===== config.mk =====
export PLATFORM = sky130hd
export DESIGN_NAME = uart_tx_controller_flat
export DESIGN_NICKNAME = d
export VERILOG_FILES = /design/src/rtl/uart_tx_if.sv /design/src/rtl/uart_tx_controller.sv /design/src/flat_wrapper.sv
export SDC_FILE = /design/constraint.sdc
export NUM_CORES = 1
export LEC_CHECK = 0
export ABC_AREA = 1
export CORE_UTILIZATION = 50
export DETAILED_ROUTE_END_ITERATION = 10
export PLACE_DENSITY_LB_ADDON = 0.08
export SLEW_MARGIN = 20
export SYNTH_ARGS = -nofsm -noshare
export SYNTH_HDL_FRONTEND = slang
export SYNTH_SLANG_ARGS = --single-unit

===== constraint.sdc =====
create_clock -name Clk -period 3.55 [get_ports Clk]
set_input_delay 0.8875 -clock Clk [delete_from_list [all_inputs] [get_ports Clk]]
set_output_delay 0.8875 -clock Clk [all_outputs]
set_load 0.05 [all_outputs]

===== src/rtl/uart_tx_if.sv =====
// Transmit-side handshake bundle between the system/loopback logic and the UART transmitter.
interface uart_tx_if #(
  parameter int DATA_WIDTH = 8
);
  logic [2:0]            baud_select;
  logic                  Tx_EN;
  logic                  Tx_WR;
  logic [DATA_WIDTH-1:0] Tx_DATA;
  logic                  TxD;
  logic                  Tx_BUSY;

  modport master (
    output baud_select, Tx_EN, Tx_WR, Tx_DATA,
    input  TxD, Tx_BUSY
  );

  modport slave (
    input  baud_select, Tx_EN, Tx_WR, Tx_DATA,
    output TxD, Tx_BUSY
  );
endinterface


===== src/rtl/uart_tx_controller.sv =====
// UART transmitter with 16x tick generator: start, 8 data bits LSB first, [even parity], stop.
// Optional parity bit is enabled by defining UART_TX_PARITY_EN.
//
// state  | meaning
// IDLE   | line high, waiting for Tx_WR with Tx_EN
// START  | driving start bit (low) for OVERSAMPLE ticks
// DATA   | driving data[bit_idx], one bit per OVERSAMPLE ticks
// PARITY | driving even parity of latched byte (UART_TX_PARITY_EN only)
// STOP   | driving stop bit (high), then back to IDLE
module uart_tx_controller #(
  parameter int OVERSAMPLE = 16,
  parameter int DATA_WIDTH = 8
) (
  input  logic      Clk,
  input  logic      reset,
  uart_tx_if.slave  bus
);

  localparam int BT_W  = $clog2(OVERSAMPLE);
  localparam int IDX_W = $clog2(DATA_WIDTH);
  localparam logic [BT_W-1:0]  BT_LAST  = BT_W'(OVERSAMPLE - 1);
  localparam logic [IDX_W-1:0] IDX_LAST = IDX_W'(DATA_WIDTH - 1);

  typedef enum logic [2:0] {
    IDLE,
    START,
    DATA,
`ifdef UART_TX_PARITY_EN
    PARITY,
`endif
    STOP
  } state_t;

  state_t                state, state_n;
  logic [13:0]           tick_cnt, tick_cnt_n;
  logic [BT_W-1:0]       bit_tick, bit_tick_n;
  logic [IDX_W-1:0]      bit_idx, bit_idx_n;
  logic [DATA_WIDTH-1:0] data_reg, data_n;
  logic [2:0]            baud_reg, baud_n;
  logic                  txd_q, txd_n;
  logic                  busy_q, busy_n;
  logic                  tick, bit_done;
  logic [13:0]           divisor;
`ifdef UART_TX_PARITY_EN
  logic                  parity_reg, parity_n;
`endif

  // Clocks per 16x tick at 50 MHz, same table as the receiver.
  always_comb begin
    case (baud_reg)
      3'b000:  divisor = 14'd10416;
      3'b001:  divisor = 14'd2604;
      3'b010:  divisor = 14'd651;
      3'b011:  divisor = 14'd325;
      3'b100:  divisor = 14'd162;
      3'b101:  divisor = 14'd81;
      3'b110:  divisor = 14'd54;
      default: divisor = 14'd27;
    endcase
  end

  assign tick     = (tick_cnt == divisor - 14'd1);
  assign bit_done = tick && (bit_tick == BT_LAST);

  always_comb begin
    state_n    = state;
    tick_cnt_n = tick_cnt;
    bit_tick_n = bit_tick;
    bit_idx_n  = bit_idx;
    data_n     = data_reg;
    baud_n     = baud_reg;
`ifdef UART_TX_PARITY_EN
    parity_n   = parity_reg;
`endif

    if (state == IDLE) begin
      tick_cnt_n = '0;
      bit_tick_n = '0;
      bit_idx_n  = '0;
      if (bus.Tx_EN && bus.Tx_WR) begin
        state_n = START;
        data_n  = bus.Tx_DATA;
        baud_n  = bus.baud_select;
`ifdef UART_TX_PARITY_EN
        parity_n = ^bus.Tx_DATA;
`endif
      end
    end else if (!bus.Tx_EN) begin
      // Abort: drop the frame and return the line to idle.
      state_n    = IDLE;
      tick_cnt_n = '0;
      bit_tick_n = '0;
      bit_idx_n  = '0;
    end else begin
      tick_cnt_n = tick ? '0 : tick_cnt + 14'd1;
      if (tick)
        bit_tick_n = bit_done ? '0 : bit_tick + 1'b1;
      if (bit_done) begin
        case (state)
          START: begin
            state_n   = DATA;
            bit_idx_n = '0;
          end
          DATA: begin
            if (bit_idx == IDX_LAST) begin
              bit_idx_n = '0;
`ifdef UART_TX_PARITY_EN
              state_n   = PARITY;
`else
              state_n   = STOP;
`endif
            end else begin
              bit_idx_n = bit_idx + 1'b1;
            end
          end
`ifdef UART_TX_PARITY_EN
          PARITY: state_n = STOP;
`endif
          STOP:    state_n = IDLE;
          default: state_n = IDLE;
        endcase
      end
    end
  end

  // Outputs are registered from the next state so TxD/Tx_BUSY line up with the state register.
  always_comb begin
    txd_n  = 1'b1;
    busy_n = (state_n != IDLE);
    case (state_n)
      START:  txd_n = 1'b0;
      DATA:   txd_n = data_n[bit_idx_n];
`ifdef UART_TX_PARITY_EN
      PARITY: txd_n = parity_n;
`endif
      default: txd_n = 1'b1;
    endcase
  end

  always_ff @(posedge Clk or negedge reset) begin
    if (!reset) begin
      state    <= IDLE;
      tick_cnt <= '0;
      bit_tick <= '0;
      bit_idx  <= '0;
      data_reg <= '0;
      baud_reg <= '0;
      txd_q    <= 1'b1;
      busy_q   <= 1'b0;
`ifdef UART_TX_PARITY_EN
      parity_reg <= 1'b0;
`endif
    end else begin
      state    <= state_n;
      tick_cnt <= tick_cnt_n;
      bit_tick <= bit_tick_n;
      bit_idx  <= bit_idx_n;
      data_reg <= data_n;
      baud_reg <= baud_n;
      txd_q    <= txd_n;
      busy_q   <= busy_n;
`ifdef UART_TX_PARITY_EN
      parity_reg <= parity_n;
`endif
    end
  end

  assign bus.TxD     = txd_q;
  assign bus.Tx_BUSY = busy_q;

endmodule


===== src/flat_wrapper.sv =====
// flat-port wrapper written by rule: the top's interface ports become plain ports
module uart_tx_controller_flat 
#(
  parameter int OVERSAMPLE = 16,
  parameter int DATA_WIDTH = 8
)
  (Clk, reset, bus_baud_select, bus_Tx_EN, bus_Tx_WR, bus_Tx_DATA, bus_TxD, bus_Tx_BUSY);
  uart_tx_if #(.DATA_WIDTH(DATA_WIDTH)) bus_i ();
  input  logic Clk;
  input  logic reset;
  input wire logic [$bits(bus_i.baud_select)-1:0] bus_baud_select;
  input wire logic [$bits(bus_i.Tx_EN)-1:0] bus_Tx_EN;
  input wire logic [$bits(bus_i.Tx_WR)-1:0] bus_Tx_WR;
  input wire logic [$bits(bus_i.Tx_DATA)-1:0] bus_Tx_DATA;
  output wire logic [$bits(bus_i.TxD)-1:0] bus_TxD;
  output wire logic [$bits(bus_i.Tx_BUSY)-1:0] bus_Tx_BUSY;
  assign bus_i.baud_select = bus_baud_select;
  assign bus_i.Tx_EN = bus_Tx_EN;
  assign bus_i.Tx_WR = bus_Tx_WR;
  assign bus_i.Tx_DATA = bus_Tx_DATA;
  assign bus_TxD = bus_i.TxD;
  assign bus_Tx_BUSY = bus_i.Tx_BUSY;
  uart_tx_controller #(.OVERSAMPLE(OVERSAMPLE), .DATA_WIDTH(DATA_WIDTH)) u_core (.Clk(Clk), .reset(reset), .bus(bus_i));
endmodule

# Word level (Yosys, flattened, before mapping)
# Index checks and enable logic that the tools add are counted.
# Widths: inputs -> output; s select.
# op_classes
n_eq_ne	14
div_mod_pow	0
n_bitwise	0
n_mul	0
reduce_logical	6
n_addsub	4
shift	0
magnitude_cmp	1
muxes	24
# ops
op	count
$pmux 14 s7	1
$mux 14	3
$mux 3	9
$mux 4	4
$mux 8	2
$add 14x1->14 const B	1
$eq 14x14->1	1
$sub 14x1->14 const B	1
$eq 3x2->1 const B	4
$eq 3x3->1 const B	4
$pmux 3 s2	2
$eq 3x1->1 const B	3
$logic_not 3->1	2
$add 4x1->4 const B	1
$eq 4x4->1 const B	1
$lt 3x4->1 const B	1
$add 3x1->3 const B	1
$bmux 1 s3	1
$ne 3x1->1 const B	1
$reduce_bool 3->1	1
$logic_and 1x1->1	2
$pmux 1 s2	1
$reduce_and 2->1	1
$mux 1	1
# totals
in_bits	15
latchBits	0
reg_bits	37
ram_bits	0
mem_count	0
mem_bits_ro	0

# Depth between registers and ports, before layout
# Gate-level depths: netlist (run 1).
# depth
depth_word	11
ltp_mapped	19
depth_no_buf	18

# Least setup slack after synthesis (run 1)
# Ideal clock, no wire load.
# synth_timing
kind	input -> register
from	in bus_Tx_WR
to	reg u_core.txd_q (netlist: u_core.bus.TxD)
arrival_ps	1944
path_buffers	0
slack_ps	1530
path_stages	9
required_time_ps	3473
cell_sequence	nand3_1 > inv_1 > or2_2 > o21ai_0 > nand4_1 > nand3_1 > nand3_1 > nand3_1 > nand2_1
# synth_via
elab_chain_len	6
word_cells_on_any_way	10
classes_between	2 x eq/ne; 7 x mux; 1 x reduce/logical
# synth_lines
element	line_no	rtl
start, declared	flat_wrapper.sv:13	input wire logic [$bits(bus_i.Tx_WR)-1:0] bus_Tx_WR;
$logic_and 1x1->1 (*)	uart_tx_controller.sv:80	if (bus.Tx_EN && bus.Tx_WR) begin
$mux 8	uart_tx_controller.sv:80	
$mux 8	uart_tx_controller.sv:76	if (state == IDLE) begin
$bmux 1 s3	uart_tx_controller.sv:132	DATA: txd_n = data_n[bit_idx_n];
$mux 1 (implied by the code)	uart_tx_controller.sv:132	
$pmux 1 s2 (*)	uart_tx_controller.sv:130	case (state_n)
named net u_core.txd_n	uart_tx_controller.sv:40	logic txd_q, txd_n;
end signal, assigned	uart_tx_controller.sv:160	txd_q <= txd_n;
end, declared	uart_tx_controller.sv:40	
# The timed path passes the listed nets; every way through them passes the cells marked *. The select of a mux whose other input is x is not followed.
# A chain may end at the register's enable or synchronous reset.

# Worst setup path in the final report (run 1)
# layout_timing
from	in bus_Tx_EN
to	reg u_core.txd_q (netlist: u_core.bus.TxD)
# layout_via
elab_chain_len	6
word_cells_on_any_way	13
classes_between	2 x eq/ne; 10 x mux; 1 x reduce/logical
# layout_lines
element	line_no	rtl
start, declared	flat_wrapper.sv:12	input wire logic [$bits(bus_i.Tx_EN)-1:0] bus_Tx_EN;
$logic_and 1x1->1	uart_tx_controller.sv:80	
$mux 8	uart_tx_controller.sv:80	
$mux 8	uart_tx_controller.sv:76	
$bmux 1 s3	uart_tx_controller.sv:132	
$mux 1 (implied by the code)	uart_tx_controller.sv:132	
$pmux 1 s2 (*)	uart_tx_controller.sv:130	
named net u_core.txd_n	uart_tx_controller.sv:40	
# Marks and branches as above.

==> results of run 1 <==
==> where the power goes <==
group | total [mW] | internal (mW) | switching (mW) | leakage (nW)
clock | 0.305 | 0.158 | 0.146 | 0.0455
combinational | 0.219 | 0.0792 | 0.139 | 0.696
sequential | 0.463 | 0.445 | 0.0183 | 0.488
total | 0.987 | 0.683 | 0.304 | 1.23
==> worst register-to-register path, cell delays in order (launching register included) <==
cell,delay (ns)
dfrtp_1,0.53
nand2_1,0.20
nand3_1,0.13
nand3_1,0.07
nor2_1,0.09
nand2_1,0.08
nor2_2,0.22
nand4_1,0.30
nand3_2,0.22
nand2_1,0.07
nand3_1,0.08
nand3_1,0.08
nand3_1,0.08
nand2_1,0.05
==> logic make-up (layout without fill, tap and decap cells) <==
| logic type | count (synthesis) | count (layout) | share of synthesized area, % |
|---|---|---|---|
| flip-flops | 37 | 37 | 40.65 |
| AO/OA/AOI/OAI | 26 | 26 | 6.802 |
| buffers and inverters | 51 | 72 | 8.996 |
| XOR/XNOR | 5 | 5 | 1.920 |
| adder cells (fa/ha/maj) | 4 | 4 | 2.194 |
| AND/OR/NAND/NOR | 199 | 199 | 39.44 |
==> metrics by stage <==
step	area (um2)	setup WS, ns	total power [mW]
floorplan	2281	1.530	0.6290
global placement	2484	0.7097	0.6860
detailed placement	2484	0.6561	0.6879
CTS	2574	0.9509	0.9970
global route	2574	0.7526	1.045
finish	2574	0.9477	0.9868
==> layout make-up <==
type	count	area, um2	share of cell area [%]
clock buffer	8	90.09	3.500
inverter	47	180.2	7.000
multi-input combinational	234	1149	44.63
sequential	37	927.1	36.02
tap	52	65.06	2.528
timing repair buffer	17	162.7	6.320
==> cell usage after synthesis <==
master / n / share of area (%)
nor3b_1: 3 / 0.99
xor2_1: 5 / 1.9
o211ai_1: 2 / 0.66
inv_2: 1 / 0.16
nor2_2: 2 / 0.55
nand2_1: 92 / 15
clkbuf_1: 1 / 0.16
inv_4: 1 / 0.27
inv_1: 44 / 7.2
nand3_1: 32 / 7.0
nand2_2: 4 / 1.1
nand3b_1: 1 / 0.33
nor2_1: 36 / 5.9
nand3_2: 3 / 1.3
ha_1: 4 / 2.2
nor4_1: 1 / 0.27
and2_1: 1 / 0.27
clkinv_2: 1 / 0.22
dfrtp_1: 36 / 39
o21a_1: 2 / 0.66
nor2_4: 1 / 0.49
dfstp_2: 1 / 1.2
or2_1: 2 / 0.55
o21ai_2: 2 / 0.77
nand4_1: 11 / 3.0
a211oi_1: 2 / 0.66
o21bai_1: 1 / 0.33
o21ai_0: 13 / 2.9
nor3_1: 5 / 1.1
a21oi_1: 4 / 0.88
buf_2: 2 / 0.44
or2_2: 5 / 1.4
buf_6: 1 / 0.49
==> routing by layer <==
layer	global-route usage, %	up-vias
met2	31.93	31
met4	5.442	0
li1	-	1065
met3	4.506	4
met5	0	-
met1	32.42	925
==> how the worst min path moves through the flow <==
stage | from | end | slack [ns] | depth (start not counted)
after global placement | u_core.data_reg[7] | u_core.data_reg[7] | 0.47 | 2
final | u_core.data_reg[3] | u_core.data_reg[3] | 0.48 | 2
after floorplan | u_core.data_reg[3] | u_core.data_reg[3] | 0.44 | 2
after CTS | u_core.data_reg[2] | u_core.data_reg[2] | 0.49 | 2
after detailed placement | u_core.data_reg[3] | u_core.data_reg[3] | 0.47 | 2
after global routing | u_core.data_reg[3] | u_core.data_reg[3] | 0.51 | 2
==> results_dict.tcl, run 1 <==
set metrics [dict create \
    status "completed" \
    cts_tree "done" \
    core_area_um2 4384 \
    root_buffer "clkbuf_8" \
    layout_common_cells "nand2_1 (92), inv_1 (44), nor2_1 (36), dfrtp_1 (36), nand3_1 (32)" \
    cpLargestDelayFamily "simple AND/OR/NAND/NOR gates" \
    fin_util_pct 58.70 \
    rows 24 \
    tightest_slew_ns 0.8198 \
    ir_worst_vdd_mv 0.2419 \
    drc 0 \
    wl_per_cell_um 11.96 \
    io_pins 17 \
    worst-path-stages 10 \
    diodes 0 \
    ys_types 33 \
    placed_cells 387 \
    cts_resized 0 \
    hold_viol 0 \
    cts.sink_count 37 \
    dieWidth_um 69.54 \
    wl_met2_mm 1.946 \
    die_y_um 69.54 \
    wl_met3_um 161 \
    antenna_found_initial 0 \
    nNetsFinal 361 \
    crit_path_end "u_core.bus.TxD" \
    hpwl_mm 3.590 \
    fin_crit_ns 2.602 \
    slew_viol_final 0 \
    track_usage_pct 21.68 \
    setup.worst_path.start "bus_Tx_EN" \
    num-fill-cells 428 \
    hp-class "register to register" \
    wl_mm 4.723 \
    vias 2025 \
    antenna_left 0 \
    cts_buffers 5 \
    syn-num-nets 341 \
    insertion_delay_ns 0.29 \
    timing.rr.end "u_core.bus.TxD" \
    ctsHoldBuffers 0 \
    cts-htree-levels 2 \
    r2r_setup_slack_ns 1.29 \
    worstPathRequired_ns 3.77 \
    drt-met1-wl_mm 2.570 \
    slew_headroom_pct 45.35 \
    highest_layer "met4" \
    critPathMaxFanout 14 \
    endpoint_kind "register" \
    clk_pin_slew_ns 0.07 \
    area_growth_pct 12.84 \
    finalClockSkew_ns 0.006381 \
    port_buffers 16 \
    die_area_um2 4836 \
    gp_congestion 0.8575 \
    cts_setup_buffers 0 \
    maxCapViolCount 0 \
    critical_path.most_common_cell "nand3_1" \
    drive_above_1_share_pct 8.455 \
    path_class "input port to register" \
    crit_chain "clkdlybuf4s50_1, nand3_1, inv_1, or2_2, o21ai_0, nand4_1, nand3_1, nand3_1, nand3_1, nand2_1" \
    power_density_nw_per_um2 383.4 \
    ff2ff_path_depth 13 \
    yosys_warnings 0 \
    cts_buffer_depth 2 \
    synth_seq_cells 37 \
    critical_path_arrival_ns 2.82 \
    grt-ovfl-total 0 \
    grt_max_degree 38 \
    viasPerCell 5.127 \
    start_util_pct 52.03 \
    whs_ns 0.4819 \
    r2r-start "u_core.baud_reg[2]" \
    firstDrtPassIters 4 \
    rsz0062_at_grt "no" \
    setup_viol 0 \
    cp.buffers_inverters 2 \
    tns_ns 0 \
    grt_pass1_vias 1853 \
    final_cells 395 \
    max_freq_mhz 384.3 \
    syn_area_per_cell_um2 7.084 \
    grt_pass1_wl_mm 8.411 \
    layout_commonest_cell "nand2_1" \
    p_leak_nw 1.230 \
    startpoint_type "input port" \
    ys_seq_area_share_pct 40.65 \
    slowest_stage "clkdlybuf4s50_1" \
    syn_inst 322 \
    fin_crit_sh_pct 73.31 \
    largest_reg_flops 14 \
    netlist_area_um2 2281 \
    max_stage_delay_ns 0.45 \
    drt_iter0_drc 95 \
]
No activity file was read; power rests on OpenSTA's default activity.
==> run 2, diff against run 1 <==
clock period = 2.28 ns   (was 3.55 ns; I/O delays follow)
==> run 2 against run 1 <==
Design area grew 4.1%. Die area is the same. Worst setup slack worse by 0.85 ns. Count of clock-buffer cells in the layout fell by 1. Register-to-register slack worse by 1.1 ns. Sequential power increased by 57%. Global-route usage is 0.41 points higher. Clock skew shrank 0.0034 ns. Power increased by 70%. Critical endpoint is now bus_TxD. Highest routed layer unchanged.
==> results_dict.tcl, run 2 (same netlist as run 1, synthesis figures left out) <==
set metrics [dict create \
    status "completed" \
    num-fill-cells 421 \
    tightest_slew_ns 0.8088 \
    finalClockSkew_ns 0.003022 \
    cts-htree-levels 2 \
    vias 2063 \
    die_area_um2 4836 \
    clk_pin_slew_ns 0.07 \
    cts_buffers 5 \
    core_area_um2 4384 \
    fin_crit_sh_pct 95.75 \
    ir_worst_vdd_mv 0.3907 \
    fin_util_pct 61.13 \
    r2r-start "u_core.baud_reg[0]" \
    ctsHoldBuffers 0 \
    layout_setup_ws_ns 0.09696 \
    diodes 0 \
    setup_viol 0 \
    layout_common_cells "nand2_1 (89), inv_1 (44), nor2_1 (35), dfrtp_1 (33), nand3_1 (32)" \
    drive_above_1_share_pct 13.14 \
    final_cells 402 \
    antenna_left 0 \
    highest_layer "met4" \
    track_usage_pct 22.09 \
    wl_per_cell_um 12.16 \
    firstDrtPassIters 4 \
    critical_path_arrival_ns 1.61 \
    wl_met3_um 181 \
    drt-met1-wl_mm 2.485 \
    cts_tree "done" \
    p_leak_nw 1.276 \
    cpLargestDelayFamily "buffers and inverters" \
    worstPathRequired_ns 1.71 \
    slew_headroom_pct 46.08 \
    antenna_found_initial 0 \
    port_buffers 16 \
    cp.buffers_inverters 1 \
    drc 0 \
    max_stage_delay_ns 0.79 \
    io_pins 17 \
    dieWidth_um 69.54 \
    viasPerCell 5.132 \
    drt_iter0_drc 95 \
    largest_reg_flops 14 \
    grt_pass1_wl_mm 8.411 \
    total_power_mw 1.678 \
    setup.worst_path.start "u_core.bus.TxD" \
    slowest_stage "clkdlybuf4s50_1" \
    cts.sink_count 37 \
    maxCapViolCount 0 \
    multi_input_area_um2 1170 \
    path_class "register to primary output" \
    power_density_nw_per_um2 626.2 \
    regArea_um2 930.9 \
    grt_pass1_vias 1833 \
    wl_met2_mm 2.167 \
    dp_slack_ns 0.08572 \
    start_util_pct 52.03 \
    critPathMaxFanout 1 \
    layout_commonest_cell "nand2_1" \
    rows 24 \
    placed_cells 392 \
    area_growth_pct 17.50 \
    cts_buffer_depth 2 \
    insertion_delay_ns 0.29 \
    rsz0062_at_grt "yes" \
    crit_chain "clkdlybuf4s50_1" \
    root_buffer "clkbuf_8" \
    whs_ns 0.3670 \
    grt-ovfl-total 0 \
    hpwl_mm 3.620 \
    hold_viol 0 \
    final_cell_area_um2 2680 \
    die_y_um 69.54 \
    gp_congestion 0.8158 \
    max_freq_mhz 458.1 \
    wl_mm 4.889 \
    grt_max_degree 38 \
    endpoint_kind "primary output" \
    nNetsFinal 368 \
    slew_viol_final 0 \
    tns_ns 0 \
    place_area_um2 2521 \
    fin_crit_ns 2.183 \
    hp-class "input port to async pin" \
    startpoint_type "register" \
    worst-path-stages 1 \
    ff2ff_path_depth 14 \
]
-- run 2: path summary, 6_finish.rpt --
path,end,slack (ns)
min in group Clk,u_core.data_reg[7],0.48
hold / removal,u_core.tick_cnt[2],0.37
setup / recovery,bus_TxD,0.1
max in group asynchronous,u_core.baud_reg[1],1.35
setup reg to reg,u_core.bus.TxD,0.15
hold reg to reg,u_core.data_reg[7],0.48
-- run 2: timing repair --
action                                  CTS  global route
endpoints found under the setup margin    0             4
setup buffers                             0             2
gates resized for setup                   0            10
-- run 2: metal layers --
layer,up-vias,global-route usage (%)
met5,-,0
met2,43,33.12
met1,930,32.57
met4,0,6.122
li1,1083,-
met3,7,4.360
-- run 2: where the power goes --
group          switching [mW]  leakage [nW]  internal, mW
Sequential             0.0320         0.485         0.695
Clock                   0.231        0.0585         0.357
Combinational           0.222         0.733         0.142
Total                   0.484          1.28          1.19
-- run 2: layout make-up --
| cell class | count | share of cell area (%) |
|---|---|---|
| multi-input combinational | 234 | 43.65 |
| sequential | 37 | 34.73 |
| timing repair buffer | 24 | 8.030 |
| inverter | 47 | 6.816 |
| clock buffer | 7 | 3.221 |
| tap | 52 | 2.428 |
| clock inverter | 1 | 1.120 |
-- run 2: worst register-to-register path, delay by kind of cell, from the launching register on --
| family | cells | cell delay, ns |
|---|---|---|
| simple gates | 14 | 1.59 |
| flops | 1 | 0.48 |
==> run 3, diff against run 2 <==
CORE_MARGIN = 3   (was default)
==> run 3 against run 2 <==
Sequential power about the same. Sequential share of layout area fell by 0.57 points. Die area is 12% higher. Via count is 0.58% higher. Design area increased by 1.7%. Power rose by 5.1%. Count of clock-buffer cells in the layout down 2. Maximum frequency grew 0.54%. Register-to-register slack hardly changed. Worst hold slack worse by 0.22 ns. Critical endpoint unchanged. Routed wire length is 2.1% lower. Non-clock buffer count up 2.
==> results_dict.tcl, run 3 (same netlist as run 1, synthesis figures left out) <==
set metrics [dict create \
    grt-busiest-layer "met2" \
    power_density_nw_per_um2 647.1 \
    gp_congestion 0.8596 \
    ctsHoldBuffers 0 \
    place_area_um2 2534 \
    fin_crit_ns 2.171 \
    firstDrtPassIters 4 \
    status "completed" \
    internal-power_mw 1.264 \
    rows 23 \
    worstPathRequired_ns 1.71 \
    cpLargestDelayFamily "buffers and inverters" \
    nNetsFinal 370 \
    multi_input_area_um2 1185 \
    drt_iter0_drc 101 \
    clk_pin_slew_ns 0.08 \
    p_leak_nw 1.293 \
    max_freq_mhz 460.5 \
    track_usage_pct 19.41 \
    ir_worst_vdd_mv 0.5637 \
    largest_reg_flops 14 \
    clkPwrFrac_pct 38.5 \
    maxCapViolCount 0 \
    p_sw_uw 499.2 \
    grt_pass1_vias 1861 \
    num-fill-cells 376 \
    cts_tree "done" \
    hp-class "input port to async pin" \
    slew_viol_final 0 \
    grt_max_degree 16 \
    hold_viol 0 \
    seqPwrFrac_pct 41.2 \
    grt_util_met3_pct 4.241 \
    critical_path_arrival_ns 1.60 \
    die_y_um 73.54 \
    rsz0062_at_grt "yes" \
    die_area_um2 5408 \
    cts.sink_count 37 \
    p_sw_share_pct 28.31 \
    insertion_delay_ns 0.29 \
    slew_headroom_pct 66.57 \
    endpoint_kind "primary output" \
    startpoint_type "register" \
    cts-htree-levels 2 \
    antenna_found_initial 0 \
    core_area_um2 4202 \
    area_growth_pct 19.47 \
    cp.buffers_inverters 1 \
    max_stage_delay_ns 0.79 \
    fin_crit_sh_pct 95.24 \
    crit_chain "clkdlybuf4s50_1" \
    viasPerCell 5.162 \
    setup_viol 0 \
    wl_per_cell_um 11.91 \
    path_class "register to primary output" \
    cts_buffer_depth 2 \
    p_comb_share_pct 20.3 \
    antenna_left 0 \
    diodes 0 \
    grt-ovfl-total 0 \
    gr-usage-met2_pct 28.84 \
    finalClockSkew_ns 0.007977 \
    vias 2075 \
    io_pins 17 \
    drc 0 \
    start_util_pct 54.29 \
    root_buffer "clkbuf_8" \
    wl_mm 4.786 \
    fin_util_pct 64.86 \
    hpwl_mm 3.674 \
    drive_above_1_share_pct 14.20 \
    layout_commonest_cell "nand2_1" \
    layout_common_cells "nand2_1 (89), inv_1 (43), nor2_1 (34), dfrtp_1 (33), nand3_1 (32)" \
    globalRouteMet1Util_pct 28.66 \
    regArea_um2 930.9 \
    final_cell_area_um2 2725 \
    port_buffers 16 \
    tightest_slew_ns 0.4998 \
    critPathMaxFanout 1 \
    cts_buffers 5 \
    slowest_stage "clkdlybuf4s50_1" \
    dieWidth_um 73.54 \
    grt_pass1_wl_mm 8.252 \
]
## run 3: what timing repair did
item | in CTS | in global routing
setup endpoints to repair | 0 | 5
resized for setup | 0 | 14
endpoints found under the hold margin | 0 | 0
setup buffers | 0 | 2
## run 3: final timing paths
check / start / to / slack [ns] / depth (start not counted)
setup / recovery: u_core.bus.TxD / bus_TxD / 0.11 / 1
hold / removal: reset / u_core.tick_cnt[1] / 0.15 / 1
setup reg to reg: u_core.baud_reg[0] / u_core.bus.Tx_BUSY / 0.15 / 12
hold reg to reg: u_core.data_reg[7] / u_core.data_reg[7] / 0.48 / 2
max in group asynchronous: reset / u_core.bus.TxD / 1.61 / 2
min in group Clk: u_core.data_reg[7] / u_core.data_reg[7] / 0.48 / 2
## run 3: power groups by stage
stage	logic, mW	registers (mW)	clock network, mW
floorplan	0.249	0.731	0
global placement	0.343	0.732	0
detailed placement	0.345	0.732	0
CTS	0.349	0.719	0.688
global route	0.409	0.731	0.715
finish	0.358	0.726	0.679
## run 3: cell type report
| type | instances | area share [%] |
|---|---|---|
| well taps | 50 | 2.296 |
| multi-input cells | 234 | 43.48 |
| flip-flops and latches | 37 | 34.16 |
| repair buffers | 26 | 8.448 |
| clock buffers | 5 | 2.525 |
| inverters | 47 | 6.703 |
| clock inverters | 3 | 2.388 |
## run 3: metrics by stage
stage | cells | power [mW] | setup slack, ns | TNS [ns] | hold slack, ns
floorplan | 322 | 0.9794 | 0.3412 | 0 | 0.2744
global placement | 392 | 1.075 | 0.09880 | 0 | 0.4655
detailed placement | 392 | 1.077 | 0.1019 | 0 | 0.4676
CTS | 400 | 1.756 | 0.08980 | 0 | 0.1551
global route | 402 | 1.855 | -0.03851 | -0.06841 | 0.1639
finish | 402 | 1.763 | 0.1086 | 0 | 0.1461
## run 3: layer usage
metal	wire length, um	share of wire, %
met3	195	4.1
met1	2445	51
met5	0	0
met2	2098	44
met4	46	0.96
